## config.mk

```make
export PLATFORM = sky130hd
export DESIGN_NAME = dp_ram
export DESIGN_NICKNAME = d
export VERILOG_FILES = /design/src/rtl/dp_ram_pkg.sv /design/src/rtl/dp_ram_out_reg.sv /design/src/rtl/dp_ram.sv
export SDC_FILE = /design/constraint.sdc
export NUM_CORES = 2
export LEC_CHECK = 0
export ABC_AREA = 1
export CELL_PAD_IN_SITES_DETAIL_PLACEMENT = 0
export CELL_PAD_IN_SITES_GLOBAL_PLACEMENT = 2
export CORE_MARGIN = 5
export CORE_UTILIZATION = 44
export CTS_BUF_LIST = sky130_fd_sc_hd__clkbuf_16
export DETAILED_ROUTE_END_ITERATION = 16
export PLACE_DENSITY = 0.82
export SKIP_LAST_GASP = 1
export SLEW_MARGIN = 0
export SYNTH_ARGS = -nofsm -noshare
export SYNTH_HDL_FRONTEND = slang
export SYNTH_SLANG_ARGS = --single-unit
```

## constraint.sdc

```tcl
create_clock -name clk -period 1.38 [get_ports clk]
set_input_delay 0.207 -clock clk [delete_from_list [all_inputs] [get_ports clk]]
set_output_delay 0.207 -clock clk [all_outputs]
set_load 0.01 [all_outputs]
```

## src/rtl/dp_ram_pkg.sv

```systemverilog
// Shared defaults for the generic dual-port buffer geometry.
package dp_ram_pkg;
  localparam int DP_RAM_DATA_WIDTH = 8;
  localparam int DP_RAM_ADDR_WIDTH = 8;
endpackage

```

## src/rtl/dp_ram_out_reg.sv

```systemverilog
// Read-data output register, async reset to zero; 1 cycle, no backpressure.
module dp_ram_out_reg #(
  parameter int WIDTH = 8
) (
  input  logic             clk,
  input  logic             rst,
  input  logic [WIDTH-1:0] dat_d,
  output logic [WIDTH-1:0] dat_q
);

  always_ff @(posedge clk or posedge rst) begin
    if (rst) begin
      dat_q <= '0;
    end else begin
      dat_q <= dat_d;
    end
  end

endmodule

```

## src/rtl/dp_ram.sv

```systemverilog
// Simple dual-port RAM: A write-only, B read-only, one clock, read-first.
// Read latency 1 cycle, always ready (no backpressure); array is not reset.
module dp_ram
  import dp_ram_pkg::*;
#(
  parameter int DATA_WIDTH = DP_RAM_DATA_WIDTH,
  parameter int ADDR_WIDTH = DP_RAM_ADDR_WIDTH
) (
  input  logic                  clk,
  input  logic                  rst,
  input  logic                  wea,
  input  logic [ADDR_WIDTH-1:0] addra,
  input  logic [DATA_WIDTH-1:0] dina,
  input  logic [ADDR_WIDTH-1:0] addrb,
  output logic [DATA_WIDTH-1:0] doutb
);

  localparam int DEPTH = 1 << ADDR_WIDTH;

  logic [DATA_WIDTH-1:0] mem [DEPTH];
  logic [DATA_WIDTH-1:0] doutb_d;
  logic [DATA_WIDTH-1:0] doutb_q;

  // No reset on the array so it maps onto block RAM; rst only gates writes.
  always_ff @(posedge clk) begin
    if (!rst && wea) begin
      mem[addra] <= dina;
    end
  end

  // Combinational read feeding the output register gives read-first collisions.
  always_comb begin
    doutb_d = mem[addrb];
  end

  dp_ram_out_reg #(
    .WIDTH (DATA_WIDTH)
  ) u_out_reg (
    .clk   (clk),
    .rst   (rst),
    .dat_d (doutb_d),
    .dat_q (doutb_q)
  );

  assign doutb = doutb_q;

endmodule

```

Word-level counts from Yosys, hierarchy flattened

Memories as Yosys holds them, arrays and structs flattened. A register that Yosys moved wholly into a read port is not among the register bits.
Index checks and enable logic that the tools add are counted.
W data, S select, Z words.

RAM bits: 2048
Bits in registers: 0
Input port bits: 27
Output and inout bits: 8
Logic and storage cells: 5
Memories: 1

Muxes and demuxes: 2
Reductions and logical operators: 2

Memory list:

| name | words | bits a word | rd ports | clocked after Yosys merged registers in | wr ports | line         | RTL |
|---|---|---|---|---|---|---|---|
| mem  | 256   | 8           | 1        | 1                                       | 1        | dp_ram.sv:20 | `logic [DATA_WIDTH-1:0] mem [DEPTH];` |

Operators with widths:

| cell                | count |
|---|---|
| $mux W1             | 2 |
| $logic_and A1 B1 Y1 | 1 |
| $logic_not A1 Y1    | 1 |

Longest topological paths before layout

Word-level depth: 4
Gate-level depth with buffers: 15
Mapped depth without buffers: 11

Hierarchy

From an unflattened synthesis, not the netlist that was laid out.

Cells, all modules: 7006
Area total of the unflattened synthesis: 83480.1 um^2

By module, submodules not included:

| module         | seq. area each (um^2) | cells an instance | area each (um^2) | times used |
|---|---|---|---|---|
| dp_ram         | 61499.0               | 6997              | 83276.1          | 1 |
| dp_ram_out_reg | 200.2                 | 9                 | 203.9            | 1 |

Worst setup path after synthesis

Ideal clock, no wire load.

Kind: input-to-reg
From: input wea
To: memory mem[198][0] in the netlist's numbering, enable pin
Path slack: -0.461 ns
Cell stages on the path: 6
Path buffers: 2
Library setup time: 0.370 ns
Data required time: 1.010 ns
Data arrival time: 1.471 ns
Cells stage by stage: inv_1 -> nor2_1 -> clkbuf_1 -> nand3_1 -> clkbuf_1 -> nor2_1

Cells in the longest elaborated chain, start to end: 3

Ends and longest elaborated chain:

| element                       | line         | RTL |
|---|---|---|
| from (decl)                   | dp_ram.sv:11 | `input logic wea,` |
| $logic_and A1 B1 Y1           | dp_ram.sv:26 | `if (!rst && wea) begin` |
| $mux W1                       | dp_ram.sv:26 |  |
| $mux W1 (not written as such) | dp_ram.sv:27 | `mem[addra] <= dina;` |
| to (decl)                     | dp_ram.sv:20 |  |

No other way between the ends.

Worst setup path in the final report

From: register u_out_reg.dat_q[7] (read register of mem)
To: output doutb[7]

RTL lines:

| element     | line                | RTL |
|---|---|---|
| from (decl) | dp_ram_out_reg.sv:8 | `output logic [WIDTH-1:0] dat_q` |
| to (decl)   | dp_ram.sv:15        | `output logic [DATA_WIDTH-1:0] doutb` |

No word-level cell between the ends.

==> qor.csv <==
metric,value,unit
stdcell_area,104000,sq um
vdd_drop_max,1.314,mV
h-tree-depth,4,
fin_crit_sh,120.7,%
syn_inst,7006,
numCtsBuffers,209,
yosys_warnings,0,
synth.yosys.seq_area_share,74.07,%
drive_gt1_share,21.23,%
rsz0062_at_grt,true,
setup_viol,16,
place_area,94060,sq um
violations,negative setup slack,
clock-sinks,2056,
grt_antenna_before_repair,1,
tightest_slew,835.4,ps
root_buffer,clkbuf_16,
core,188000,sq um
ys_types,13,
grt_pass1_vias,55350,
die_h,445.1,microns
setup_tns,-2882,ps
endpoint_kind,output pin,
worstPathMaxFanout,1,
drc,0,
power_leakage,37.32,nW
rows,159,
reg2reg_depth,10,
grt_usage,24.51,%
path_depth,1,
critPathMaxStageDelay,440,ps
grt_overflow,0,
min_period,1666,ps
hpwl,159800,microns
grt_max_degree,76,
maxCapViolations,0,
wl,245600,microns
crit_path_cell_trace,buf_2,
syn_nets,7033,
hold_ws,87.85,ps
crit_path_top_delay_cell,dfrtp_1,
critical_path_buf_inv_count,1,
clk_pin_slew_worst_paths,60,ps
slew_viol_final,0,
initial_utilization,44.31,%
startpoint_type,register,
setup_slack,-285.7,ps
multi_input_area,22300,sq um
port_buffers,34,
wire_per_inst,24.00,microns
p_total,134.8,mW
syn_area,83300,sq um
fill_cells,15460,
routabilityCongestion,0.8679,
cp_data_required_time,1170,ps
nets,7580,
ant_nets,0,
die_w,445.1,microns
fin_skew,27.20,ps
crit_family,flip-flops,
clk_latency,860,ps
fp.dieArea,198100,sq um
first_pass_iters,6,
ios,35,
cts_tree,yes,
slew_headroom,44.24,%
syn_to_final_growth,24.83,%
hold_path.class,in2async,
arrival,1460,ps
avgSynthCellArea,11.89,sq um
path_class,reg2out,
viasPerCell,5.518,
num_vias,56460,
status,"complete, but fails checks",
power_density,1297,nW/um^2
yosys_register_bits,2056,
final_hold_viol_count,0,
drtIter0Drc,5788,
regArea,61700,sq um
grt_first_pass_wirelength,362900,microns
fmax,0.6004,GHz
cts_buffer_depth,3,
per-layer routing:
layer	GRT usage (%)	routed length [microns]	part of all wire, %	vias up
met5	0	0	0	-
met4	7.586	7274	3.0	0
li1	-	-	-	26050
met2	40.29	118900	48	1925
met1	34.17	103500	42	28120
met3	3.443	15810	6.4	363
power breakdown:
| part | switching, mW | internal (mW) | leakage (nW) | total (mW) |
|---|---|---|---|---|
| combinational | 6.93 | 3.37 | 15.3 | 10.3 |
| sequential | 0.0663 | 68.7 | 18.5 | 68.8 |
| clock | 24.0 | 31.7 | 3.52 | 55.7 |
| total | 31.0 | 104 | 37.3 | 135 |
registers in the layout, indices dropped and copies added (netlist names):
| signal | cells |
|---|---|
| mem | 2048 |
| u_out_reg.dat_q | 8 |
synthesized netlist by cell type, drive strengths merged:
| cell type | n | share of area [%] |
|---|---|---|
| buf | 365 | 2.2 |
| clkbuf | 118 | 0.53 |
| dfrtp | 8 | 0.24 |
| edfxtp | 2048 | 74 |
| inv | 41 | 0.19 |
| nand2 | 2123 | 9.6 |
| nand3 | 2019 | 12 |
| nor2 | 284 | 1.3 |
final cells by class:
cell class              count  share of cell area (%)
repair buffers            819                   9.506
well taps                2495                   3.002
diodes                      2                0.004813
inverters                  41                  0.1805
multi-input cells        4426                   21.44
clock inverters           181                   1.448
clock buffers             211                   5.078
flip-flops and latches   2056                   59.34
cells by family after synthesis:
logic type / after synthesis / share of synthesized area [%]
buf+inv: 524 / 2.953
flops: 2056 / 74.07
simple gates: 4426 / 22.98
worst paths after layout:
path,slack [ps],endpoint,startpoint
worst max-delay path,-290,doutb[7],u_out_reg.dat_q[7]
worst min register to register,1040,u_out_reg.dat_q[2],mem[12][2]
worst min-delay path,90,u_out_reg.dat_q[3],rst
min in group clk,200,u_out_reg.dat_q[4],addrb[5]
max in group asynchronous,1030,u_out_reg.dat_q[6],rst
worst max register to register,-260,u_out_reg.dat_q[0],mem[63][0]
worst min-delay path, stage by stage:
cell            delay [ps]
dlymetal6s2s_1         150
dlygate4sd3_1          570
buf_4                  150
inv_1                  240
repair_timing:
action / 4_1_cts / 5_1_grt
resized for setup: 391 / 233
hold buffers: 9 / 0
endpoints found under the setup margin: 1898 / 1082
pin swaps: 105 / 77
endpoints found under the hold margin: 1358 / 0
buffers inserted: 2 / 5
gates cloned: 2 / 1
metrics by stage:
stage | setup WS (ps) | utilization [%] | std cells
final | -285.7 | 55.31 | 10230
after global placement | -1314 | 50.03 | 9818
after detailed placement | -1254 | 50.03 | 9818
after CTS | -335.8 | 54.66 | 10220
after global routing | -307.3 | 55.31 | 10230
after floorplan | -323.7 | - | 7006
cells in the final DEF (no fill, tap or decap), types with 84 or more instances in the layout:
cell / instances
nand2_1: 2093
edfxtp_1: 2048
nand3_1: 1664
buf_4: 465
nand3_2: 271
buf_12: 270
clkbuf_16: 212
nor2_1: 123
nor2_2: 114
nand3_4: 84
Power figures use the tool's default switching activity.
